**src/rtl/uart_rx_deser_param_pkg.sv**
```systemverilog
// -----------------------------------------------------------------------------
// uart_rx_deser_param_pkg
//
// Shared definitions for the UART RX deserializer:
//   - state_e    : deserializer FSM states (IDLE / DATA / PARITY / STOP)
//   - MIN_LEN    : shortest legal data word (bits per frame)
//   - MAX_DATA_W : widest data word the deserializer may be built for
//   - clamp_len  : folds a requested word length into [MIN_LEN, max_len]
// -----------------------------------------------------------------------------
package uart_rx_deser_param_pkg;

    typedef enum logic [1:0] {
        ST_IDLE   = 2'd0,
        ST_DATA   = 2'd1,
        ST_PARITY = 2'd2,
        ST_STOP   = 2'd3
    } state_e;

    localparam int MIN_LEN    = 5;
    localparam int MAX_DATA_W = 9;

    // Out-of-range requests are clamped rather than rejected, so a bad
    // configuration still produces a deterministic frame length.
    function automatic int clamp_len(input int raw, input int max_len);
        if (raw < MIN_LEN) begin
            return MIN_LEN;
        end
        if (raw > max_len) begin
            return max_len;
        end
        return raw;
    endfunction

endpackage : uart_rx_deser_param_pkg

```
**src/rtl/uart_rx_deser_param_par_chk.sv**
```systemverilog
// -----------------------------------------------------------------------------
// uart_rx_deser_param_par_chk
//
// Running parity accumulator for one UART frame. The accumulator XORs every
// data bit as it is collected; the mismatch output compares the received
// parity bit against the expected one for even or odd parity.
//
// Ports
//   clk        in  system clock, rising edge
//   rst_n      in  asynchronous active-low reset
//   clr_i      in  clear the accumulator (new frame or abort)
//   acc_en_i   in  fold bit_i into the accumulator this cycle
//   bit_i      in  data bit being collected
//   par_odd_i  in  1: odd parity, 0: even parity
//   par_bit_i  in  received parity bit
//   mismatch_o out 1 when par_bit_i differs from the expected parity bit
// -----------------------------------------------------------------------------
module uart_rx_deser_param_par_chk (
    input  logic clk,
    input  logic rst_n,
    input  logic clr_i,
    input  logic acc_en_i,
    input  logic bit_i,
    input  logic par_odd_i,
    input  logic par_bit_i,
    output logic mismatch_o
);

    logic acc_q;

    // NOTE: sequential state is written with non-blocking assignments so every
    // register samples the pre-edge values of its neighbours.
    always_ff @(posedge clk or negedge rst_n) begin
        if (!rst_n) begin
            acc_q <= 1'b0;
        end else if (clr_i) begin
            acc_q <= 1'b0;
        end else if (acc_en_i) begin
            acc_q <= acc_q ^ bit_i;
        end
    end

    // Expected parity bit is the XOR of all data bits, inverted for odd parity.
    assign mismatch_o = par_bit_i ^ (acc_q ^ par_odd_i);

endmodule : uart_rx_deser_param_par_chk

```
**src/rtl/uart_rx_deser_param.sv**
```systemverilog
// -----------------------------------------------------------------------------
// uart_rx_deser_param
//
// Parametrised UART RX deserializer. Collects centre-sampled bits into a
// parallel word whose length (MIN_LEN..DATA_W) is chosen per frame, LSB- or
// MSB-first, with optional even/odd parity and stop-bit checking. Frame
// results are reported as one-cycle strobes one clock after the stop-bit
// sample.
//
// Parameters
//   DATA_W  maximum data bits per frame (5..9), width of P_DATA
//   CNT_W   bit counter width, derived from DATA_W (not overridable)
//
// Ports
//   CLK            in   system clock, rising edge
//   RST            in   asynchronous active-low reset
//   sampled_bit    in   majority-voted bit, valid with sample_stb
//   sample_stb     in   one-cycle pulse at bit centre
//   frame_start    in   one-cycle pulse: start bit confirmed
//   abort          in   discard current frame, return to IDLE
//   cfg_len        in   data bits per frame (clamped), latched at start
//   cfg_msb_first  in   1: first data bit is the word MSB, latched at start
//   cfg_par_en     in   1: parity bit follows data, latched at start
//   cfg_par_odd    in   1: odd parity, 0: even, latched at start
//   P_DATA         out  last completed word, bits >= len are 0
//   data_valid     out  one-cycle pulse: frame completed without error
//   par_err        out  one-cycle pulse: parity mismatch
//   stop_err       out  one-cycle pulse: stop bit sampled 0
//   busy           out  1 whenever the FSM is not in IDLE
// -----------------------------------------------------------------------------
module uart_rx_deser_param
    import uart_rx_deser_param_pkg::*;
#(
    parameter  int DATA_W = 8,
    localparam int CNT_W  = $clog2(DATA_W + 1)
) (
    input  logic              CLK,
    input  logic              RST,
    input  logic              sampled_bit,
    input  logic              sample_stb,
    input  logic              frame_start,
    input  logic              abort,
    input  logic [CNT_W-1:0]  cfg_len,
    input  logic              cfg_msb_first,
    input  logic              cfg_par_en,
    input  logic              cfg_par_odd,
    output logic [DATA_W-1:0] P_DATA,
    output logic              data_valid,
    output logic              par_err,
    output logic              stop_err,
    output logic              busy
);

    // ------------------------------------------------------------------------
    // State
    // ------------------------------------------------------------------------
    state_e             state_q;
    logic [CNT_W-1:0]   bit_cnt_q;
    logic [CNT_W-1:0]   len_q;
    logic               msb_first_q;
    logic               par_en_q;
    logic               par_odd_q;
    logic               par_mis_q;
    logic [DATA_W-1:0]  shift_q;
    logic [DATA_W-1:0]  p_data_q;
    logic               data_valid_q;
    logic               par_err_q;
    logic               stop_err_q;

    // ------------------------------------------------------------------------
    // Next-state helpers
    // ------------------------------------------------------------------------
    logic [CNT_W-1:0]   len_d;
    logic [CNT_W-1:0]   wr_idx;
    logic [DATA_W-1:0]  shift_d;
    logic               last_data_bit;
    logic               start_accept;
    logic               data_take;
    logic               par_clr;
    logic               par_mismatch;

    // Clamped length is only captured on an accepted frame_start, so later
    // cfg_len changes cannot disturb a frame in flight.
    assign len_d = CNT_W'(clamp_len(int'(cfg_len), DATA_W));

    // MSB-first frames fill the word from bit len-1 downwards.
    assign wr_idx = msb_first_q ? (len_q - CNT_W'(1) - bit_cnt_q) : bit_cnt_q;

    assign last_data_bit = (bit_cnt_q == (len_q - CNT_W'(1)));

    // NOTE: every signal written in always_comb gets a default first, so no
    // path leaves it unassigned and no latch is inferred.
    always_comb begin
        shift_d = shift_q;
        for (int i = 0; i < DATA_W; i++) begin
            if (wr_idx == CNT_W'(i)) begin
                shift_d[i] = sampled_bit;
            end
        end
    end

    // abort outranks frame_start and sample_stb for the parity accumulator too.
    assign start_accept = (state_q == ST_IDLE) && frame_start && !abort;
    assign data_take    = (state_q == ST_DATA) && sample_stb && !abort;
    assign par_clr      = abort || start_accept;

    uart_rx_deser_param_par_chk u_par_chk (
        .clk        (CLK),
        .rst_n      (RST),
        .clr_i      (par_clr),
        .acc_en_i   (data_take),
        .bit_i      (sampled_bit),
        .par_odd_i  (par_odd_q),
        .par_bit_i  (sampled_bit),
        .mismatch_o (par_mismatch)
    );

    // ------------------------------------------------------------------------
    // FSM, counter, config latch, assembly and registered results
    // ------------------------------------------------------------------------
    // NOTE: the shift register is reset and also cleared at every accepted
    // start; bits at or above the frame length are never written, so they
    // read back as 0 without any masking on the output.
    always_ff @(posedge CLK or negedge RST) begin
        if (!RST) begin
            state_q      <= ST_IDLE;
            bit_cnt_q    <= '0;
            len_q        <= '0;
            msb_first_q  <= 1'b0;
            par_en_q     <= 1'b0;
            par_odd_q    <= 1'b0;
            par_mis_q    <= 1'b0;
            shift_q      <= '0;
            p_data_q     <= '0;
            data_valid_q <= 1'b0;
            par_err_q    <= 1'b0;
            stop_err_q   <= 1'b0;
        end else begin
            // Result strobes are single-cycle pulses by default.
            data_valid_q <= 1'b0;
            par_err_q    <= 1'b0;
            stop_err_q   <= 1'b0;

            if (abort) begin
                // Drops the partial word; P_DATA keeps the last good result.
                state_q   <= ST_IDLE;
                bit_cnt_q <= '0;
                shift_q   <= '0;
                par_mis_q <= 1'b0;
            end else begin
                case (state_q)
                    ST_IDLE: begin
                        // A sample_stb coinciding with frame_start belongs to
                        // the start bit and is deliberately ignored here.
                        if (frame_start) begin
                            state_q     <= ST_DATA;
                            bit_cnt_q   <= '0;
                            len_q       <= len_d;
                            msb_first_q <= cfg_msb_first;
                            par_en_q    <= cfg_par_en;
                            par_odd_q   <= cfg_par_odd;
                            par_mis_q   <= 1'b0;
                            shift_q     <= '0;
                        end
                    end

                    ST_DATA: begin
                        if (sample_stb) begin
                            shift_q <= shift_d;
                            if (last_data_bit) begin
                                bit_cnt_q <= '0;
                                state_q   <= par_en_q ? ST_PARITY : ST_STOP;
                            end else begin
                                bit_cnt_q <= bit_cnt_q + CNT_W'(1);
                            end
                        end
                    end

                    ST_PARITY: begin
                        // Mismatch is held until the stop bit so that all
                        // error reporting happens on the same cycle.
                        if (sample_stb) begin
                            par_mis_q <= par_mismatch;
                            state_q   <= ST_STOP;
                        end
                    end

                    ST_STOP: begin
                        if (sample_stb) begin
                            p_data_q     <= shift_q;
                            stop_err_q   <= !sampled_bit;
                            par_err_q    <= par_mis_q;
                            data_valid_q <= sampled_bit && !par_mis_q;
                            state_q      <= ST_IDLE;
                        end
                    end

                    default: begin
                        state_q <= ST_IDLE;
                    end
                endcase
            end
        end
    end

    // ------------------------------------------------------------------------
    // Outputs
    // ------------------------------------------------------------------------
    assign P_DATA     = p_data_q;
    assign data_valid = data_valid_q;
    assign par_err    = par_err_q;
    assign stop_err   = stop_err_q;
    assign busy       = (state_q != ST_IDLE);

endmodule : uart_rx_deser_param

```
**config.mk**
```make
export PLATFORM = sky130hd
export DESIGN_NAME = uart_rx_deser_param
export DESIGN_NICKNAME = d
export VERILOG_FILES = /design/src/rtl/uart_rx_deser_param_pkg.sv /design/src/rtl/uart_rx_deser_param_par_chk.sv /design/src/rtl/uart_rx_deser_param.sv
export SDC_FILE = /design/constraint.sdc
export NUM_CORES = 1
export LEC_CHECK = 0
export ABC_AREA = 1
export CAP_MARGIN = 20
export CELL_PAD_IN_SITES_DETAIL_PLACEMENT = 1
export CELL_PAD_IN_SITES_GLOBAL_PLACEMENT = 2
export CORE_ASPECT_RATIO = 0.9
export CORE_MARGIN = 2
export CORE_UTILIZATION = 35
export DETAILED_ROUTE_END_ITERATION = 8
export PLACE_DENSITY = 0.91
export SYNTH_ARGS = -nofsm -noshare
export SYNTH_HDL_FRONTEND = slang
export SYNTH_SLANG_ARGS = --single-unit
```
**constraint.sdc**
```tcl
create_clock -name CLK -period 3 [get_ports CLK]
set_input_delay 0.3 -clock CLK [delete_from_list [all_inputs] [get_ports CLK]]
set_output_delay 0.3 -clock CLK [all_outputs]
set_load 0.05 [all_outputs]
```
==> flow_summary_export.csv <==
group,metric,value,unit
power_and_ir_drop,powerDensity,1077,mW/mm^2
clock_tree,hold_buffers,0,
sta,fin_worst_skew,0.009616,ns
cells_and_area,drive_gt1_frac,0.1055,
cells_and_area,layout.nets,279,
clock_tree,cts_setup_buffers,0,
setup_path,cp.required,2.70,ns
setup_path,cp-end-kind,"primary output",
sta,final_max_slew_viol_count,0,
synthesis,yosys.area_share.simple,0.2689,
setup_path,reg2reg_to,"shift_q[6]$_DFFE_PN0P_",
synthesis,synth-seq-area-share,0.4439,
detailed_routing,routedWlPerCell,13.44,microns
detailed_routing,drtPass1Iterations,4,
sta,max_freq,0.4027,GHz
detailed_routing,num_vias,1612,
clock_tree,postCtsResizedCells,0,
clock_tree,htree_levels,2,
setup_path,slowest_delay,0.84,ns
placement,hpwl,3229,microns
cells_and_area,antennaDiodeCount,0,
floorplanning,dieArea,0.006085,sq mm
sta,grt_setup_unrepaired,"false",
synthesis,ys_ff_latch,34,
detailed_routing,dr.first_iter.drc_count,78,
cells_and_area,fin_cells,323,
clock_tree,cts_root_buf,"clkbuf_8",
floorplanning,ios,25,
placement,dp.cells,315,
synthesis,synth_xor_area_frac,0.02742,
sta,hold_viol_final,0,
clock_tree,cts_made_buffers,5,
detailed_routing,wl,4340,microns
floorplanning,die_x,82.01,microns
synthesis,netlist_area,0.001917,sq mm
setup_path,regToRegSetupSlack,0.69,ns
setup_path,critPathLaunchType,"flop",
global_routing,grt_pass1_vias,1638,
cells_and_area,areaGrowthSynthToFinish,23.96,%
sta,fin_tns_setup,0,ns
detailed_routing,vias_per_cell,4.991,
placement,gp_congestion,0.7328,
clock_tree,clockBufferDepth,2,
setup_path,cp_max_fo,6,
setup_path,path_cells,"inv_1 -> ha_1 -> inv_1 -> clkdlybuf4s50_1",
setup_path,worst_r2r_path_depth,12,
synthesis,yosysUniqueCellTypes,29,
setup_path,critPathKind,"reg -> out",
synthesis,muxShareOfSynthArea,0.04700,
synthesis,synth_top_area_frac,0.4439,
clock_tree,cts_tree,"built",
synthesis,syn_inst,225,
outcome,outcome,"complete, no violations",
synthesis,syn_nets,249,
synthesis,synth.avg_cell_area,8.519,sq um
synthesis,yosysTopAreaCell,"dfrtp_1",
sta,fin_crit,2.484,ns
global_routing,overflow,0,
clock_tree,cts.sinks,34,
synthesis,synth-compound-area-share,0.07507,
clock_tree,worstSkewPairLatency,0.30,ns
run,maxCapViolations,0,
floorplanning,start_util,0.3648,
power_and_ir_drop,ir_drop,0.4139,mV
sta,fin_crit_sh,0.8278,
synthesis,synth_top_family_by_area,"simple AND/OR/NAND/NOR gates",
placement,numPortBuffers,24,
floorplanning,core_area,0.005255,sq mm
cells_and_area,utilization,0.4521,
synthesis,yosys_warnings,0,
setup_path,cpMaxStageDelayCell,"clkdlybuf4s50_1",
sta,maxSlewHeadroom,0.6339,
synthesis,synth_top_cells_by_area,"dfrtp_1 44%, nand2_1 13%, ha_1 6.5%",
floorplanning,die_h,74.21,microns
setup_path,cp.arrival,2.18,ns
global_routing,grt_max_degree,35,
power_and_ir_drop,leakage,1.192,nW
floorplanning,fp-row-count,25,
sta,setup_viol,0,
setup_path,rr_startpoint,"len_q[0]$_DFFE_PN0P_",
cells_and_area,nFillCells,654,
global_routing,grtUsageTotal,0.1670,
min_path,hold_class,"in -> async",
global_routing,antenna_found_initial,0,
detailed_routing,drc,0,
clock_tree,cts.clk_slew.worst_paths,0.08,ns
global_routing,grt_pass1_wl,7590,microns
setup_path,cp_common_cell,"inv_1",
synthesis,synth_fa_ha_area_frac,0.07572,
detailed_routing,antenna_left,0,
sta,worst_pin_slew,0.5476,ns
kinds of logic after synthesis:
kind of cell	Yosys count
adder cells (fa/ha/maj)	11
multiplexers	8
flip-flops	34
AO/OA/AOI/OAI	24
XOR/XNOR	6
buffers and inverters	31
AND/OR/NAND/NOR	111
state kept, by name, summed over array words and instances, names as in the netlist, 2 cells and up:
register,count
bit_cnt_q,4
len_q,4
shift_q,8
P_DATA,8
state_q,2
critical path, delay by kind of cell (launching register included):
family                     cells  cell delay [ns]
DFF                            1             0.51
buffers and inverters          3             1.14
adders and majority gates      1             0.24
stage by stage:
stage / hold WS, ns / power [mW] / instance area [sq um] / worst slack (ns)
6_report: 0.4155 / 2.559 / 2376 / 0.5165
5_1_grt: 0.4469 / 2.801 / 2376 / 0.4030
4_1_cts: 0.4227 / 2.597 / 2376 / 0.5035
3_5_place_dp: 0.4209 / 2.064 / 2238 / 0.6995
3_3_place_gp: 0.4159 / 2.008 / 2238 / 0.8008
2_1_floorplan: 0.004409 / 1.695 / 1917 / 0.9803
placed cells by master, fill, tap and decap left out, types with 2 or more instances in the layout:
master	netlist	routed
nand2_1	66	66
dfrtp_1	34	34
inv_1	27	27
clkdlybuf4s50_1	0	24
nand3_1	16	16
nor2_1	12	12
o21ai_0	10	10
ha_1	10	10
nand4_1	9	9
mux2_2	8	8
a21oi_1	7	7
xor2_1	5	5
clkbuf_8	0	5
inv_2	2	2
o22ai_1	2	2
bufinv_16	0	2
synth_stat cells (all sizes together):
| cell | count |
|---|---|
| xnor2 | 1 |
| xor2 | 5 |
| nand2 | 68 |
| o21ai | 11 |
| mux2 | 8 |
| o32ai | 1 |
| fa | 1 |
| buf | 2 |
| nand4 | 10 |
| o22ai | 2 |
| inv | 29 |
| dfrtp | 34 |
| o221ai | 1 |
| nor3 | 2 |
| nor2 | 14 |
| a21oi | 8 |
| nand3 | 17 |
| o21a | 1 |
| ha | 10 |
power breakdown:
part	switching, mW	internal, mW	total (mW)
Combinational	0.850	0.463	1.31
Clock	0.189	0.333	0.522
Sequential	0.112	0.613	0.725
Total	1.15	1.41	2.56
per-layer routing:
layer	vias to the layer above	track usage	wire [microns]
li1	791	-	-
met1	787	0.2087	2014
met2	27	0.2809	2084
met3	7	0.03398	159
met4	0	0.07222	80
met5	-	0	0
worst max path at each step:
stage                                       from                endpoint  cells after the start
after detailed placement    len_q[1]$_DFFE_PN0P_  shift_q[2]$_DFFE_PN0P_                     14
after global routing      state_q[1]$_DFFE_PN0P_                    busy                      4
after global placement      len_q[0]$_DFFE_PN0P_  shift_q[4]$_DFFE_PN0P_                     12
after CTS                 state_q[1]$_DFFE_PN0P_                    busy                      4
after floorplan             len_q[0]$_DFFE_PN0P_  shift_q[4]$_DFFE_PN0P_                     12
final                     state_q[1]$_DFFE_PN0P_                    busy                      4
area by class of cell:
class / count / area [sq um] / share of cell area
Clock buffer: 5 / 68.82 / 0.02896
Clock inverter: 3 / 68.82 / 0.02896
Inverter: 29 / 108.9 / 0.04581
Multi-Input combinational cell: 160 / 947.2 / 0.3986
Sequential cell: 34 / 850.8 / 0.3581
Tap cell: 67 / 83.83 / 0.03528
Timing Repair Buffer: 25 / 247.7 / 0.1043
(Power assumes the default switching activity.)
